===== src/rtl/sprite_rom_arbiter.sv =====
// Round-robin, burst-aware arbiter sharing one single-port sprite ROM between
// the character, background and HUD fetchers; returns data in accept order.
module sprite_rom_arbiter #(
    parameter int NUM_REQ     = 3,
    parameter int ADDR_WIDTH  = 14,
    parameter int DATA_WIDTH  = 12,
    parameter int ROM_LATENCY = 2,
    parameter int MAX_BURST   = 4,
    parameter int BURST_WIDTH = $clog2(MAX_BURST + 1)
) (
    input  logic                          sys_clk,
    input  logic                          sys_rst_n,
    input  logic [NUM_REQ-1:0]            req,
    input  logic [NUM_REQ*ADDR_WIDTH-1:0] req_addr,
    output logic [NUM_REQ-1:0]            gnt,
    output logic                          rom_en,
    output logic [ADDR_WIDTH-1:0]         rom_addr,
    input  logic [DATA_WIDTH-1:0]         rom_data,
    output logic [NUM_REQ-1:0]            rd_valid,
    output logic [DATA_WIDTH-1:0]         rd_data
);

    localparam int IDX_W = (NUM_REQ > 1) ? $clog2(NUM_REQ) : 1;
    localparam int DEPTH = ROM_LATENCY + 1;
    localparam logic [IDX_W-1:0]       LAST_RST  = IDX_W'(NUM_REQ - 1);
    localparam logic [BURST_WIDTH-1:0] BURST_MAX = BURST_WIDTH'(MAX_BURST);

    logic [IDX_W-1:0]       last_q,     last_d;
    logic [BURST_WIDTH-1:0] beat_q,     beat_d;
    logic                   rom_en_q,   rom_en_d;
    logic [ADDR_WIDTH-1:0]  rom_addr_q, rom_addr_d;
    logic [NUM_REQ-1:0]     rd_valid_q, rd_valid_d;
    logic [DATA_WIDTH-1:0]  rd_data_q,  rd_data_d;
    logic                   tag_vld_q [DEPTH];
    logic [IDX_W-1:0]       tag_idx_q [DEPTH];

    logic                   cont_s;
    logic                   acc_s;
    logic [IDX_W-1:0]       gidx_s;
    logic [IDX_W:0]         pick_s;
    logic [NUM_REQ-1:0]     gnt_s;

    function automatic logic [NUM_REQ-1:0] idx_to_onehot(input logic [IDX_W-1:0] idx);
        logic [NUM_REQ-1:0] oh;
        oh = '0;
        for (int i = 0; i < NUM_REQ; i++) begin
            if (idx == IDX_W'(i)) begin
                oh[i] = 1'b1;
            end
        end
        return oh;
    endfunction

    // Returns {valid, index}; scanning downward lets the nearest successor of last win.
    function automatic logic [IDX_W:0] rr_pick(input logic [NUM_REQ-1:0] r,
                                               input logic [IDX_W-1:0]   last);
        logic [IDX_W:0] res;
        int             cand;
        res = '0;
        for (int k = NUM_REQ; k >= 1; k--) begin
            cand = (int'(last) + k) % NUM_REQ;
            if (r[cand]) begin
                res = {1'b1, IDX_W'(cand)};
            end
        end
        return res;
    endfunction

    function automatic logic [ADDR_WIDTH-1:0] addr_of(input logic [NUM_REQ*ADDR_WIDTH-1:0] a,
                                                      input logic [IDX_W-1:0]              idx);
        logic [ADDR_WIDTH-1:0] res;
        res = '0;
        for (int i = 0; i < NUM_REQ; i++) begin
            if (idx == IDX_W'(i)) begin
                res = a[i*ADDR_WIDTH +: ADDR_WIDTH];
            end
        end
        return res;
    endfunction

    // Grant selection: continue the current burst, else round-robin from last+1.
    always_comb begin
        cont_s = 1'b0;
        pick_s = '0;
        acc_s  = 1'b0;
        gidx_s = last_q;
        if ((beat_q != '0) && (beat_q < BURST_MAX) && ((req & idx_to_onehot(last_q)) != '0)) begin
            cont_s = 1'b1;
        end else begin
            cont_s = 1'b0;
        end
        if (cont_s) begin
            acc_s  = 1'b1;
            gidx_s = last_q;
        end else begin
            pick_s = rr_pick(req, last_q);
            acc_s  = pick_s[IDX_W];
            gidx_s = pick_s[IDX_W-1:0];
        end
        if (acc_s) begin
            gnt_s = idx_to_onehot(gidx_s);
        end else begin
            gnt_s = '0;
        end
    end

    // Next-state for arbitration state, ROM issue and the return stage.
    always_comb begin
        last_d     = last_q;
        beat_d     = beat_q;
        rom_en_d   = 1'b0;
        rom_addr_d = rom_addr_q;
        rd_valid_d = '0;
        rd_data_d  = rd_data_q;
        if (acc_s) begin
            if ((gidx_s == last_q) && (beat_q != '0) && (beat_q < BURST_MAX)) begin
                beat_d = beat_q + BURST_WIDTH'(1);
            end else begin
                beat_d = BURST_WIDTH'(1);
            end
            last_d     = gidx_s;
            rom_en_d   = 1'b1;
            rom_addr_d = addr_of(req_addr, gidx_s);
        end else begin
            beat_d = '0;
        end
        if (tag_vld_q[DEPTH-1]) begin
            rd_valid_d = idx_to_onehot(tag_idx_q[DEPTH-1]);
            rd_data_d  = rom_data;
        end else begin
            rd_valid_d = '0;
        end
    end

    // Registered state; reset discards every in-flight read.
    always_ff @(posedge sys_clk or negedge sys_rst_n) begin
        if (!sys_rst_n) begin
            last_q     <= LAST_RST;
            beat_q     <= '0;
            rom_en_q   <= 1'b0;
            rom_addr_q <= '0;
            rd_valid_q <= '0;
            rd_data_q  <= '0;
            for (int i = 0; i < DEPTH; i++) begin
                tag_vld_q[i] <= 1'b0;
                tag_idx_q[i] <= '0;
            end
        end else begin
            last_q       <= last_d;
            beat_q       <= beat_d;
            rom_en_q     <= rom_en_d;
            rom_addr_q   <= rom_addr_d;
            rd_valid_q   <= rd_valid_d;
            rd_data_q    <= rd_data_d;
            tag_vld_q[0] <= acc_s;
            tag_idx_q[0] <= gidx_s;
            for (int i = 1; i < DEPTH; i++) begin
                tag_vld_q[i] <= tag_vld_q[i-1];
                tag_idx_q[i] <= tag_idx_q[i-1];
            end
        end
    end

    assign gnt      = gnt_s;
    assign rom_en   = rom_en_q;
    assign rom_addr = rom_addr_q;
    assign rd_valid = rd_valid_q;
    assign rd_data  = rd_data_q;

endmodule


===== config.mk =====
export PLATFORM = sky130hd
export DESIGN_NAME = sprite_rom_arbiter
export DESIGN_NICKNAME = d
export VERILOG_FILES = /design/src/rtl/sprite_rom_arbiter.sv
export SDC_FILE = /design/constraint.sdc
export NUM_CORES = 1
export LEC_CHECK = 0
export ABC_AREA = 0
export CORE_MARGIN = 4
export CORE_UTILIZATION = 62
export CTS_CLUSTER_DIAMETER = 120
export DETAILED_ROUTE_END_ITERATION = 6
export DONT_BUFFER_PORTS = 1
export PLACE_DENSITY = 0.78
export SETUP_SLACK_MARGIN = 0.4
export SYNTH_ARGS = -nofsm -noshare
export SYNTH_HDL_FRONTEND = slang
export SYNTH_SLANG_ARGS = --single-unit

===== constraint.sdc =====
create_clock -name sys_clk -period 3.1 [get_ports sys_clk]
set_input_delay 0.31 -clock sys_clk [delete_from_list [all_inputs] [get_ports sys_clk]]
set_output_delay 0.31 -clock sys_clk [all_outputs]
set_load 0.05 [all_outputs]

==> results.sh, run 1 <==
export IMPL_arrival_ns=2.51
export IMPL_dieArea_um2=4480
export IMPL_max_clock_path_buffers=2
export IMPL_period_share_pct=90.9
export IMPL_syn_area_um2=2160
export IMPL_grt_pass1_wl_um=7870
export IMPL_tns_ns=0
export IMPL_dr_pass1_iters=4
export IMPL_ant_nets=0
export IMPL_initial_core_util_pct=64.6
export IMPL_synth_edff_count=0
export IMPL_cts_root_buf="clkbuf_4"
export IMPL_numCtsBuffers=5
export IMPL_yosys_area_top_type="dfrtp_1"
export IMPL_fin_skew_ns=0.00906
export IMPL_first_iter_violations=71
export IMPL_setup_viol=0
export IMPL_clkTransAtPathRegs_ns=0.13
export IMPL_num_rows=21
export IMPL_gp_congestion=0.856
export IMPL_syn_inst=197
export IMPL_fmaxAchievable_ghz=0.355
export IMPL_synth_seq_area_share_pct=50.0
export IMPL_cts_tree="built"
export IMPL_final_max_slew_viol_count=0
export IMPL_synthTopCellsByArea="dfrtp_1 (49%), mux2_2 (11%), a31oi_1 (4.6%)"
export IMPL_htreeDepth=2
export IMPL_synth_most_common_cell="dfrtp_1"
export IMPL_port_buffers=0
export IMPL_reg2reg_slack_ns=0.37
export IMPL_cts_sinks=43
export IMPL_synthTopCellsByCount="dfrtp_1 (42), mux2_2 (22), nor2_1 (20)"
export IMPL_dp_hpwl_um=3370
export IMPL_drive_gt1_share_pct=43.4
export IMPL_drc=0
export IMPL_yosysWarnings=0
export IMPL_critPathLaunchType="flop"
export IMPL_synth_top_area_share_pct=48.8
export IMPL_hold_viol_final=0
export IMPL_ys_types=39
export IMPL_die_w_um=67.0
export IMPL_areaGrowthSynthToFinish_pct=23.9
export IMPL_ys_flop_type="dfrtp_1"
export IMPL_status="completed"
export IMPL_synthArstFlopShare_pct=100
export IMPL_post_route_min_period_ns=2.82
export IMPL_die_y_um=67.0
export IMPL_core_um2=3340
export IMPL_num_nets_final=285
export IMPL_syn_mean_instance_area_um2=10.9
export IMPL_worstSetupPathType="reg -> out"
export IMPL_antenna_found_initial=0
export IMPL_tightest_slew_ns=0.526
export IMPL_hp_class="in -> reg"
export IMPL_grt_max_degree=44
export IMPL_rsz0062_at_grt="true"
export IMPL_insertedDiodeCount=0
export IMPL_synth_seq_cells=43
export IMPL_crit_fanout=4
export IMPL_cap_violations=0
export IMPL_first_global_vias=1653
export IMPL_post_drt_wl_per_cell_um=19.8
export IMPL_clk_latency_ns=0.34
export IMPL_grt_overflow_total=0
export IMPL_vias=1635
export IMPL_wl_um=5280
export IMPL_syn_num_nets=262
export IMPL_via_per_inst=6.12
export IMPL_end_kind="output pin"
export IMPL_grt_use_total_pct=23.8
export IMPL_cp_required_ns=2.79
export IMPL_max_slew_margin_pct=64.9
export IMPL_pin_count=92
-- worst paths after layout --
| kind | start | end | depth (start not counted) |
|---|---|---|---|
| setup / recovery | last_q[0] | gnt[0] | 8 |
| setup reg to reg | last_q[0] | rom_addr[11] | 12 |
| hold / removal | rom_data[8] | rd_data[8] | 1 |
| max in group asynchronous | sys_rst_n | last_q[1] | 2 |
| min in group asynchronous | sys_rst_n | tag_idx_q[0] | 2 |
| hold reg to reg | tag_idx_q[5] | tag_idx_q[3] | 0 |
-- per-stage QoR --
step           utilization, %  instance area [um2]  cells  setup WS, ns  hold WS [ns]
2_1_floorplan               -                 2200    197         0.410        0.0144
3_3_place_gp             66.0                 2200    235         0.227        0.0154
3_5_place_dp             66.0                 2200    235         0.105        0.0155
4_1_cts                  75.3                 2510    261         0.313        0.0966
5_1_grt                  80.1                 2670    267         0.186        0.0807
6_report                 80.1                 2670    267         0.282         0.114
-- cell usage in the layout, fill, tap and decap left out, types with 2 or more instances in the layout --
cell / count
nand2_4: 2
nor2_1: 19
buf_12: 3
buf_6: 4
ha_4: 2
mux2_2: 14
nand2_2: 9
dfrtp_1: 41
nor3_1: 2
o21ai_0: 17
a31oi_1: 14
and3_4: 2
clkinvlp_4: 2
mux2_4: 14
ha_1: 3
clkinv_4: 2
xnor2_1: 2
clkbuf_4: 5
inv_1: 4
buf_4: 19
a21oi_1: 2
a31oi_2: 2
nand2_1: 8
-- flip-flops by register name, summed over array words and instances, names as in the netlist --
name / flops
beat_q: 3
rom_en: 1
last_q: 2
tag_idx_q: 6
rd_valid: 3
rd_data: 12
rom_addr: 14
tag_vld_q: 2
-- routing by layer --
metal | vias to the layer above | routed length, um | track usage [%]
met5 | - | 0 | 0
met4 | 0 | 45 | 6.08
met3 | 6 | 435 | 9.95
met2 | 89 | 2740 | 40.3
met1 | 792 | 2060 | 27.6
li1 | 748 | - | -
-- final cells by class --
type	count	area (um2)
Multi-Input combinational cell	135	1170
Sequential cell	43	1080
Fill cell	196	666
Timing Repair Buffer	28	273
Tap cell	46	57.6
Clock buffer	5	37.5
Inverter	7	32.5
Clock inverter	3	25.0
-- critical path, cell delays in order (launching register included) --
cell and delay (ns):
dfrtp_2 0.43, clkinvlp_4 0.18, ha_1 0.28, or3b_1 0.40
o2111ai_2 0.09, a32oi_4 0.17, mux2i_4 0.21, buf_6 0.13
and3_4 0.27
-- repair_timing --
action / CTS / global route
hold buffers: 2 / 0
setup endpoints to repair: 17 / 16
hold endpoints to repair: 43 / 0
pin swaps: 10 / 25
buffers inserted: 16 / 6
resized for setup: 20 / 31
-- cells by family (layout without fill, tap and decap cells) --
family | count (synthesis) | after routing | synth area share, %
DFF | 43 | 43 | 50.0
buffers and inverters | 19 | 43 | 4.53
muxes | 29 | 29 | 16.3
AOI/OAI and AO/OA | 44 | 44 | 13.6
xor gates and xnor gates | 2 | 2 | 0.813
and+or+nand+nor | 54 | 54 | 11.3
adders and majority gates | 6 | 6 | 3.48
Power of run 1 is left out: the tool's default activity adds up to more than one toggle a clock period on the data nets, which glitch-free logic cannot reach.
==> run 2: changes to the inputs <==
--- a/config.mk
+++ b/config.mk
@@ -6,12 +6,14 @@
 export NUM_CORES = 1
 export LEC_CHECK = 0
 export ABC_AREA = 0
+export CORE_ASPECT_RATIO = 1.1
 export CORE_MARGIN = 4
 export CORE_UTILIZATION = 62
 export CTS_CLUSTER_DIAMETER = 120
 export DETAILED_ROUTE_END_ITERATION = 6
 export DONT_BUFFER_PORTS = 1
-export PLACE_DENSITY = 0.78
+export PLACE_DENSITY = 0.77
+export RECOVER_POWER = 50
 export SETUP_SLACK_MARGIN = 0.4
 export SYNTH_ARGS = -nofsm -noshare
 export SYNTH_HDL_FRONTEND = slang
==> run 2 against run 1 <==
  * Flip-flop and latch count stayed put
  * Die area is essentially flat
  * Fmax grew 0.15%
  * Global-route usage down 0.79 points
  * Critical path depth stayed put
  * Clock skew fell by 0.0042 ns
  * Worst hold slack worse by 0.017 ns
  * Highest routed layer unchanged
==> results.sh, run 2 (synthesized netlist as in run 1, its figures left out) <==
export IMPL_fmaxAchievable_ghz=0.355
export IMPL_r2r_end="rom_addr[4]"
export IMPL_grt_pass1_wl_um=8090
export IMPL_drc=0
export IMPL_areaGrowthSynthToFinish_pct=24.0
export IMPL_multiInputGateArea_um2=1150
export IMPL_htreeDepth=2
export IMPL_max_slew_margin_pct=63.8
export IMPL_worstReg2RegStart="last_q[1]"
export IMPL_clkTransAtPathRegs_ns=0.13
export IMPL_worstHoldStart="rom_data[5]"
export IMPL_rsz0062_at_grt="true"
export IMPL_place_area_um2=2200
export IMPL_num_rows=22
export IMPL_largest_reg_flops=14
export IMPL_final_common_cell="dfrtp_1"
export IMPL_setup_viol=0
export IMPL_critPathLaunchType="flop"
export IMPL_end_kind="output pin"
export IMPL_wl_um=5470
export IMPL_die_y_um=69.8
export IMPL_crit_fanout=7
export IMPL_hp_class="in -> reg"
export IMPL_cap_violations=0
export IMPL_first_global_vias=1718
export IMPL_gp_congestion=0.790
export IMPL_grt_overflow_total=0
export IMPL_grt_max_degree=44
export IMPL_hold_viol_final=0
export IMPL_min_to="rd_data[5]"
export IMPL_clk_latency_ns=0.35
export IMPL_cts_sinks=43
export IMPL_fin_skew_ns=0.00481
export IMPL_cp_required_ns=2.79
export IMPL_period_share_pct=90.8
export IMPL_ant_nets=0
export IMPL_die_w_um=64.2
export IMPL_dieArea_um2=4490
export IMPL_num_nets_final=286
export IMPL_antenna_found_initial=0
export IMPL_critPathLaunch="last_q[0]"
export IMPL_numCtsBuffers=5
export IMPL_pin_count=92
export IMPL_cts_root_buf="clkbuf_4"
export IMPL_drive_gt1_share_pct=41.4
export IMPL_arrival_ns=2.50
export IMPL_first_iter_violations=58
export IMPL_reg2reg_slack_ns=0.41
export IMPL_via_per_inst=6.15
export IMPL_hold_path_depth=1
export IMPL_dr_pass1_iters=4
export IMPL_cts_tree="built"
export IMPL_port_buffers=0
export IMPL_regArea_um2=1080
export IMPL_fillers=194
export IMPL_dp_hpwl_um=3240
export IMPL_post_route_min_period_ns=2.81
export IMPL_status="completed"
export IMPL_most_common_layout_cells="dfrtp_1 (41), buf_4 (21), nor2_1 (18)"
export IMPL_max_clock_path_buffers=2
export IMPL_tns_ns=0
export IMPL_grt_use_total_pct=23.0
export IMPL_tightest_slew_ns=0.543
export IMPL_r2r_cells=11
export IMPL_core_um2=3330
export IMPL_final_max_slew_viol_count=0
export IMPL_initial_core_util_pct=64.7
export IMPL_post_drt_wl_per_cell_um=20.3
export IMPL_worstSetupPathType="reg -> out"
export IMPL_vias=1660
export IMPL_fin_area_um2=2670
export IMPL_insertedDiodeCount=0
==> run 2: worst max-delay path, cell delays in order, from the launching register on <==
cell	delay, ns
dfrtp_2	0.51
inv_4	0.14
ha_4	0.24
or3b_4	0.38
o2111ai_2	0.09
a32oi_4	0.18
mux2i_4	0.20
buf_6	0.13
and3_4	0.28
==> run 2: area by class of cell <==
| type | instances | share of cell area, % |
|---|---|---|
| repair buffers | 29 | 10.7 |
| well taps | 48 | 2.25 |
| inverters | 7 | 1.17 |
| flip-flops and latches | 43 | 40.4 |
| clock inverters | 3 | 0.890 |
| clock buffers | 5 | 1.40 |
| multi-input cells | 135 | 43.2 |
==> run 2: per-layer routing <==
layer  GRT usage [%]  vias up  wire length [um]
met4            7.51        0               103
met5               0        -                 0
met3            7.94        8               468
li1                -      746                 -
met1            25.3      808              1910
met2            40.9       98              2990
==> run 2: timing repair <==
action                     in CTS  in global routing
hold buffers                    2                  0
setup buffers                  16                  7
gates resized for setup        21                 23
setup endpoints to repair      17                 15
pin swaps                       9                 14
hold endpoints to repair       43                  0
cloned                          0                  1
==> run 2: worst max path at each step <==
stage	to	slack, ns	depth (start not counted)
3_3_place_gp	gnt[0]	0.23	6
4_1_cts	gnt[0]	0.31	8
6_report	gnt[0]	0.29	8
2_1_floorplan	gnt[2]	0.41	10
5_1_grt	gnt[0]	0.19	8
3_5_place_dp	gnt[0]	0.12	6
==> run 2: per-stage QoR <==
stage / cells / hold WS [ns] / setup slack (ns) / utilization (%)
after CTS: 262 / 0.0881 / 0.307 / 75.1
after detailed placement: 236 / 0.0159 / 0.119 / 66.0
after global routing: 270 / 0.0603 / 0.190 / 80.2
after global placement: 236 / 0.0160 / 0.229 / 66.0
final: 270 / 0.0966 / 0.287 / 80.2
after floorplan: 197 / 0.0144 / 0.410 / -
Power of run 2 is left out for the same reason.
==> run 3: changes to the inputs <==
--- a/config.mk
+++ b/config.mk
@@ -15,6 +15,7 @@
 export PLACE_DENSITY = 0.77
 export RECOVER_POWER = 50
 export SETUP_SLACK_MARGIN = 0.4
+export SKIP_LAST_GASP = 1
 export SYNTH_ARGS = -nofsm -noshare
 export SYNTH_HDL_FRONTEND = slang
 export SYNTH_SLANG_ARGS = --single-unit
==> results of run 3 <==
Same layout as run 2: the final DEF is identical, and so are final timing and power.
Power of run 3 is left out for the same reason.
